### src/rtl/alu_pkg.sv
// Shared encodings for the sequential ALU: operation codes, FSM states
// and the kinds of single-bit shift step.
package alu_pkg;

    localparam logic [3:0] ADD = 4'd0;
    localparam logic [3:0] SUB = 4'd1;
    localparam logic [3:0] AND = 4'd2;
    localparam logic [3:0] OR  = 4'd3;
    localparam logic [3:0] XOR = 4'd4;
    localparam logic [3:0] NOT = 4'd5;
    localparam logic [3:0] SLA = 4'd6;
    localparam logic [3:0] SRA = 4'd7;
    localparam logic [3:0] SRL = 4'd8;

    typedef enum logic [1:0] {
        IDLE  = 2'd0,
        SHIFT = 2'd1,
        DONE  = 2'd2
    } state_t;

    typedef enum logic [1:0] {
        SK_SLA = 2'd0,
        SK_SRA = 2'd1,
        SK_SRL = 2'd2
    } shift_kind_t;

    // True for the three iterative shift operations.
    function automatic logic is_shift(input logic [3:0] f);
        return (f == SLA) || (f == SRA) || (f == SRL);
    endfunction

endpackage

### src/rtl/alu_seq_core_if.sv
// Operand/result bus of the sequential ALU.
//
// Handshake: each side is a valid/ready pair. A transfer happens on a rising
// clock edge where valid && ready. The source holds valid and its payload
// stable until that edge; ready may depend combinationally on state but never
// on the same-cycle valid of the opposite direction.
interface alu_seq_core_if #(
    parameter int WIDTH = 32
);
    localparam int SHW = $clog2(WIDTH);

    logic             in_valid;
    logic             in_ready;
    logic [WIDTH-1:0] a;
    logic [WIDTH-1:0] b;
    logic [SHW-1:0]   shamt;
    logic [3:0]       funct;
    logic             out_valid;
    logic             out_ready;
    logic [WIDTH-1:0] result;
    logic             flag_z;
    logic             flag_n;
    logic             flag_c;
    logic             flag_v;
    logic             err;

    modport master (
        output in_valid, a, b, shamt, funct, out_ready,
        input  in_ready, out_valid, result, flag_z, flag_n, flag_c, flag_v, err
    );

    modport slave (
        input  in_valid, a, b, shamt, funct, out_ready,
        output in_ready, out_valid, result, flag_z, flag_n, flag_c, flag_v, err
    );

endinterface

### src/rtl/alu_shift_step.sv
// Combinational single-bit shift used once per SHIFT cycle. Reports the bit
// that falls off and whether a left shift flipped the sign bit.
module alu_shift_step
    import alu_pkg::*;
#(
    parameter int WIDTH = 32
) (
    input  logic [WIDTH-1:0] data_i,
    input  shift_kind_t      kind_i,
    output logic [WIDTH-1:0] data_o,
    output logic             bit_out_o,
    output logic             sign_chg_o
);

    // One-bit shift selected by kind; right shifts never report a sign change.
    always_comb begin
        data_o     = data_i;
        bit_out_o  = 1'b0;
        sign_chg_o = 1'b0;
        case (kind_i)
            SK_SLA: begin
                data_o     = {data_i[WIDTH-2:0], 1'b0};
                bit_out_o  = data_i[WIDTH-1];
                sign_chg_o = data_i[WIDTH-1] ^ data_i[WIDTH-2];
            end
            SK_SRA: begin
                data_o    = {data_i[WIDTH-1], data_i[WIDTH-1:1]};
                bit_out_o = data_i[0];
            end
            SK_SRL: begin
                data_o    = {1'b0, data_i[WIDTH-1:1]};
                bit_out_o = data_i[0];
            end
            default: ;
        endcase
    end

endmodule

### src/rtl/alu_seq_core.sv
// Registered ALU with valid/ready handshakes. Single-cycle ops produce a
// result one cycle after accept; shifts iterate one bit per cycle.
module alu_seq_core
    import alu_pkg::*;
#(
    parameter int WIDTH = 32
) (
    input  logic           clk,
    input  logic           rst_n,
    alu_seq_core_if.slave  bus,
    output state_t         state_o
);

    localparam int SHW = $clog2(WIDTH);

    state_t           state_q, state_d;
    logic             out_valid_q, out_valid_d;
    logic [WIDTH-1:0] result_q, result_d;
    logic             z_q, z_d, n_q, n_d, c_q, c_d, v_q, v_d, err_q, err_d;
    logic [SHW-1:0]   cnt_q, cnt_d;
    shift_kind_t      kind_q, kind_d;

    logic             accept, consume, start_shift;
    logic [WIDTH:0]   sum, diff;
    logic [WIDTH-1:0] op_res;
    logic             op_c, op_v, op_err;
    shift_kind_t      op_kind;
    logic [WIDTH-1:0] step_data;
    logic             step_bit, step_sgn;

    assign bus.in_ready = (state_q == IDLE) && (!out_valid_q || bus.out_ready);
    assign accept       = bus.in_valid && bus.in_ready;
    assign consume      = out_valid_q && bus.out_ready;
    assign start_shift  = is_shift(bus.funct) && (bus.shamt != '0);

    assign sum  = {1'b0, bus.a} + {1'b0, bus.b};
    assign diff = {1'b0, bus.a} - {1'b0, bus.b};

    // The working register doubles as the shift accumulator.
    alu_shift_step #(.WIDTH(WIDTH)) u_step (
        .data_i     (result_q),
        .kind_i     (kind_q),
        .data_o     (step_data),
        .bit_out_o  (step_bit),
        .sign_chg_o (step_sgn)
    );

    // Decode the presented operation into its one-cycle result and flags.
    always_comb begin
        op_res  = '0;
        op_c    = 1'b0;
        op_v    = 1'b0;
        op_err  = 1'b0;
        op_kind = SK_SLA;
        case (bus.funct)
            ADD: begin
                op_res = sum[WIDTH-1:0];
                op_c   = sum[WIDTH];
                op_v   = (bus.a[WIDTH-1] == bus.b[WIDTH-1]) && (sum[WIDTH-1] != bus.a[WIDTH-1]);
            end
            SUB: begin
                op_res = diff[WIDTH-1:0];
                op_c   = !diff[WIDTH];
                op_v   = (bus.a[WIDTH-1] != bus.b[WIDTH-1]) && (diff[WIDTH-1] != bus.a[WIDTH-1]);
            end
            AND: op_res = bus.a & bus.b;
            OR:  op_res = bus.a | bus.b;
            XOR: op_res = bus.a ^ bus.b;
            NOT: op_res = ~bus.a;
            SLA: op_res = bus.a;
            SRA: begin
                op_res  = bus.a;
                op_kind = SK_SRA;
            end
            SRL: begin
                op_res  = bus.a;
                op_kind = SK_SRL;
            end
            default: op_err = 1'b1;
        endcase
    end

    // Next state: only a shift with a non-zero amount visits SHIFT/DONE.
    always_comb begin
        state_d = state_q;
        case (state_q)
            IDLE:    if (accept && start_shift) state_d = SHIFT;
            SHIFT:   if (cnt_q == SHW'(1)) state_d = DONE;
            DONE:    if (consume) state_d = IDLE;
            default: state_d = IDLE;
        endcase
    end

    // Datapath next values: load on accept, step while shifting, drop valid on consume.
    always_comb begin
        out_valid_d = out_valid_q;
        result_d    = result_q;
        z_d         = z_q;
        n_d         = n_q;
        c_d         = c_q;
        v_d         = v_q;
        err_d       = err_q;
        cnt_d       = cnt_q;
        kind_d      = kind_q;
        if (consume) out_valid_d = 1'b0;
        case (state_q)
            IDLE: begin
                if (accept) begin
                    result_d    = op_res;
                    c_d         = op_c;
                    v_d         = op_v;
                    err_d       = op_err;
                    z_d         = (op_res == '0);
                    n_d         = op_res[WIDTH-1];
                    kind_d      = op_kind;
                    cnt_d       = bus.shamt;
                    out_valid_d = !start_shift;
                end
            end
            SHIFT: begin
                result_d = step_data;
                c_d      = step_bit;
                v_d      = v_q | step_sgn;
                cnt_d    = cnt_q - SHW'(1);
                if (cnt_q == SHW'(1)) begin
                    out_valid_d = 1'b1;
                    z_d         = (step_data == '0);
                    n_d         = step_data[WIDTH-1];
                end
            end
            default: ;
        endcase
    end

    // FSM state register.
    always_ff @(posedge clk or negedge rst_n) begin
        if (!rst_n) state_q <= IDLE;
        else        state_q <= state_d;
    end

    // Datapath registers; reset aborts any shift in progress.
    always_ff @(posedge clk or negedge rst_n) begin
        if (!rst_n) begin
            out_valid_q <= 1'b0;
            result_q    <= '0;
            z_q         <= 1'b0;
            n_q         <= 1'b0;
            c_q         <= 1'b0;
            v_q         <= 1'b0;
            err_q       <= 1'b0;
            cnt_q       <= '0;
            kind_q      <= SK_SLA;
        end else begin
            out_valid_q <= out_valid_d;
            result_q    <= result_d;
            z_q         <= z_d;
            n_q         <= n_d;
            c_q         <= c_d;
            v_q         <= v_d;
            err_q       <= err_d;
            cnt_q       <= cnt_d;
            kind_q      <= kind_d;
        end
    end

    assign bus.out_valid = out_valid_q;
    assign bus.result    = result_q;
    assign bus.flag_z    = z_q;
    assign bus.flag_n    = n_q;
    assign bus.flag_c    = c_q;
    assign bus.flag_v    = v_q;
    assign bus.err       = err_q;
    assign state_o       = state_q;

endmodule

### src/flat_wrapper.sv
// flat-port wrapper written by rule: the top's interface ports become plain ports
module alu_seq_core_flat import alu_pkg::*;
#(
    parameter int WIDTH = 32
)
  (clk, rst_n, state_o, bus_in_valid, bus_a, bus_b, bus_shamt, bus_funct, bus_out_ready, bus_in_ready, bus_out_valid, bus_result, bus_flag_z, bus_flag_n, bus_flag_c, bus_flag_v, bus_err);
  alu_seq_core_if #(.WIDTH(WIDTH)) bus_i ();
  input  logic clk;
  input  logic rst_n;
  output state_t state_o;
  input wire logic [$bits(bus_i.in_valid)-1:0] bus_in_valid;
  input wire logic [$bits(bus_i.a)-1:0] bus_a;
  input wire logic [$bits(bus_i.b)-1:0] bus_b;
  input wire logic [$bits(bus_i.shamt)-1:0] bus_shamt;
  input wire logic [$bits(bus_i.funct)-1:0] bus_funct;
  input wire logic [$bits(bus_i.out_ready)-1:0] bus_out_ready;
  output wire logic [$bits(bus_i.in_ready)-1:0] bus_in_ready;
  output wire logic [$bits(bus_i.out_valid)-1:0] bus_out_valid;
  output wire logic [$bits(bus_i.result)-1:0] bus_result;
  output wire logic [$bits(bus_i.flag_z)-1:0] bus_flag_z;
  output wire logic [$bits(bus_i.flag_n)-1:0] bus_flag_n;
  output wire logic [$bits(bus_i.flag_c)-1:0] bus_flag_c;
  output wire logic [$bits(bus_i.flag_v)-1:0] bus_flag_v;
  output wire logic [$bits(bus_i.err)-1:0] bus_err;
  assign bus_i.in_valid = bus_in_valid;
  assign bus_i.a = bus_a;
  assign bus_i.b = bus_b;
  assign bus_i.shamt = bus_shamt;
  assign bus_i.funct = bus_funct;
  assign bus_i.out_ready = bus_out_ready;
  assign bus_in_ready = bus_i.in_ready;
  assign bus_out_valid = bus_i.out_valid;
  assign bus_result = bus_i.result;
  assign bus_flag_z = bus_i.flag_z;
  assign bus_flag_n = bus_i.flag_n;
  assign bus_flag_c = bus_i.flag_c;
  assign bus_flag_v = bus_i.flag_v;
  assign bus_err = bus_i.err;
  alu_seq_core #(.WIDTH(WIDTH)) u_core (.clk(clk), .rst_n(rst_n), .bus(bus_i), .state_o(state_o));
endmodule
### config.mk
export PLATFORM = sky130hd
export DESIGN_NAME = alu_seq_core_flat
export DESIGN_NICKNAME = d
export VERILOG_FILES = /design/src/rtl/alu_pkg.sv /design/src/rtl/alu_seq_core_if.sv /design/src/rtl/alu_shift_step.sv /design/src/rtl/alu_seq_core.sv /design/src/flat_wrapper.sv
export SDC_FILE = /design/constraint.sdc
export NUM_CORES = 1
export LEC_CHECK = 0
export ABC_AREA = 0
export ABC_CLOCK_PERIOD_IN_PS = 3380
export CAP_MARGIN = 15
export CELL_PAD_IN_SITES_DETAIL_PLACEMENT = 1
export CELL_PAD_IN_SITES_GLOBAL_PLACEMENT = 2
export CORE_UTILIZATION = 32
export DETAILED_ROUTE_END_ITERATION = 16
export PLACE_DENSITY_LB_ADDON = 0.1
export SLEW_MARGIN = 20
export SYNTH_ARGS = -nofsm -noshare
export SYNTH_HDL_FRONTEND = slang
export SYNTH_SLANG_ARGS = --single-unit
### constraint.sdc
create_clock -name clk -period 3.38 [get_ports clk]
set_input_delay 0.845 -clock clk [delete_from_list [all_inputs] [get_ports clk]]
set_output_delay 0.845 -clock clk [all_outputs]
set_load 0.005 [all_outputs]
==> run metrics <==
diodes inserted 0; Die W roughly 170 um; clock buffer depth 2; final non-filler cell area 0.0157 mm2; Initial Util 32.9%; CP top delay family compound AO/OA/AOI/OAI gates; Setup Crit Path Kind in -> reg; CTS Buf Count 5; Max Slew Vio Count 0; crit end category register; H-tree depth 2; Required @ worst endpoint 3.58 ns; Initial DRC Count 1103; area grow syn2layout 74.7%; FFs w/ async S/R, synth between 90% and 100%; area of the multi-input gates around 0.0085 mm2; gr usage total 32.3%; HPWL Detailed between 30 and 40 mm; YS warnings 0; period utilization 111%; clock skew between 0.007 and 0.008 ns; final worst slack -0.357 ns; critical path peak fanout 4; final net count 1988; TritonCTS clock tree built; remaining global-route overflow 0; clock latency on the worst-skew pair 0.29 ns; CP peak stage delay between 0.5 and 0.6 ns; flip-flop and latch count after synthesis 47; largest net degree at the start of global routing between 40 and 50; power per cell area ~380 mW/mm2; Remaining DRCs 0; Hold Buf Count CTS 0; initial antenna violation count 1; Yosys cell types 83; drt wl/cell 22.3 um; syn_area_per_cell slightly above 7 um2; Post-synth EDFFs 0; fillers 3326; detailed-route via count 12600; Slowest-stage cell, CP a2111o_1; Reg clk slew, reported paths 0.06 ns; Startpoint Class input port; top_reg_cell synth dfrtp_1; RD Place Congestion about 0.98; Seq/Total Area, Yosys approximately an eighth; max-cap violations 0; Arr. time, crit path between 3 and 4 ns; register area ~0.0012 mm2; area share of the largest cell type after synthesis 15.5%; DP Area 0.0138 mm2; core footprint 0.0273 mm2; Post-Syn Area 0.00897 mm2; DIE HEIGHT approximately 170 um; setup tns final -2.88 ns; Worst slew margin between 40 and 50%; Detail Route Antenna Nets 0; post-route minimum period 3.74 ns; Hold Path Class reg -> reg; Clock Sinks 47; Max VDD drop 273 uV; Root Driver clkbuf_16; Port Buf Inserts 117; WL final 48.4 mm; RSZ-0062 raised after global routing true; post-synth top area cell ha_1; dominant cells by area after synthesis ha_1 (15%), dfrtp_1 (13%), a21oi_1 (6.1%); Worst-Margin Slew approximately 0.83 ns; via/cell ratio 5.81; Die ar. 0.0287 mm2; Lkg Pwr 0.00698 uW; Final setup violation count 13; failing checks negative setup slack; Fmax achieved 268 MHz; syn_nets between 1000 and 1500; Ports approximately 120; crit path cell chain buf_12, ha_4, inv_2, fa_2, nand2b_4, a2111o_1, a211o_1, a21oi_4, o21ai_4, nand2b_1, buf_6, a21oi_2, o21ai_1, a41o_1, nand3_2, o31ai_2; post-synthesis cell count between 1000 and 1500; via count of the first global-routing pass 13100; worst hold margin 0.511 ns; status finished, violations left; final hold violations 0; Rows 60; DRT Pass-1 Iters 6; layout cells sized above 1 44.5%; Final Util 57.5%; Buf/Inv on CP 3; first-pass GRT wire length 73.4 mm
[layer usage]
metal  GRT usage (%)  routed length, um  share of wire (%)
met1            43.4              21400                 44
met2            56.4              23400                 48
met3            1.28               2160                4.5
met4            8.85               1410                2.9
met5               0                  0                  0
[power by group]
part	switching [uW]	internal (uW)
registers	361	807
clock network	225	346
logic	2130	2050
total	2720	3200
[logic make-up (layout without fill, tap and decap cells)]
group / Yosys count / after routing / synth area share, %
simple gates: 431 / 431 / 23.7
mux: 4 / 4 / 0.627
flops: 47 / 47 / 13.1
buf+inv: 187 / 710 / 8.13
fa+ha+maj: 113 / 113 / 15.9
xor+xnor: 9 / 9 / 0.878
compound gates: 484 / 484 / 37.7
[cells in the mapped netlist (8+ instances only)]
cell	instances
nor2_1	135
ha_1	111
a21oi_1	110
nand2_1	104
inv_1	101
o21ai_0	76
clkbuf_1	59
dfrtp_1	47
a22oi_1	37
nor3_1	34
a211oi_1	30
nand3_1	29
o211ai_1	28
buf_2	22
and3_1	20
a221o_1	19
nor2b_1	19
o221ai_1	16
a21o_1	15
nor4_1	15
o21bai_1	15
a221oi_1	14
a31oi_1	14
nand4_1	14
nand2b_1	12
o22ai_1	11
o21a_1	8
[metrics by stage]
step	instances	total power, uW	setup WS [ns]
after floorplan	1275	2890	-0.191
after global placement	2107	4710	-1.36
after detailed placement	2107	4810	-1.37
after CTS	2147	5700	-0.402
after global routing	2170	6270	-0.490
final	2170	5920	-0.357
[cell type report]
class                      instances  area share (%)
clock inverter                     1           0.192
sequential                        47            7.50
clock buffer                       6           0.822
tap                              372            2.97
inverter                         101            2.65
multi-input combinational       1041            54.5
timing repair buffer             602            31.4
[state kept, by name, indices dropped and copies added (netlist names), 2 cells and up]
signal and cells:
u_core.bus.result 32, u_core.cnt_q 5, u_core.state_o 2, u_core.kind_q 2
[placed cells by master, fill, tap and decap left out, drive strengths merged, types with 6 or more instances in the layout]
cell and count:
nor4 17, dlygate4sd2 10, o21a 8, nand3 29, xnor2 7, o211ai 28
a211o 8, nand2 104, clkbuf 27, dfrtp 47, a31oi 14, o22ai 11
o31ai 8, o221ai 16, nor2b 19, a211oi 30, o21bai 15, or3 6
buf 504, inv 100, a21o 15, and2 7, a221o 19, nand4 14
o21ai 81, nor3 34, a221oi 14, a21oi 111, nand2b 13, ha 111
and3 20, clkdlybuf4s50 62, nor2 135, a22oi 37, a2111oi 7
[what timing repair did]
| action | 4_1_cts | 5_1_grt |
|---|---|---|
| setup endpoints to repair | 29 | 21 |
| setup buffers | 42 | 25 |
| gates resized for setup | 361 | 139 |
| gates cloned | 0 | 1 |
| pin swaps | 124 | 82 |
[worst min-delay path, delay by kind of cell (launching register included)]
kind | cells | cell delay [ns]
DFF | 1 | 0.35
and+or+nand+nor | 2 | 0.12
[path summary, 6_finish.rpt]
check                                 start                   end  slack [ns]  depth (start not counted)
max                                bus_a[0]     u_core.bus.flag_z       -0.36                         16
min                          u_core.bus.err        u_core.bus.err        0.51                          2
max reg2reg                u_core.kind_q[0]     u_core.bus.flag_z        0.37                         11
min reg2reg                  u_core.bus.err        u_core.bus.err        0.51                          2
max in group asynchronous             rst_n  u_core.bus.out_valid        2.04                          2
min in group asynchronous             rst_n  u_core.bus.result[1]        0.58                          1
No activity file was read; power rests on OpenSTA's default activity.
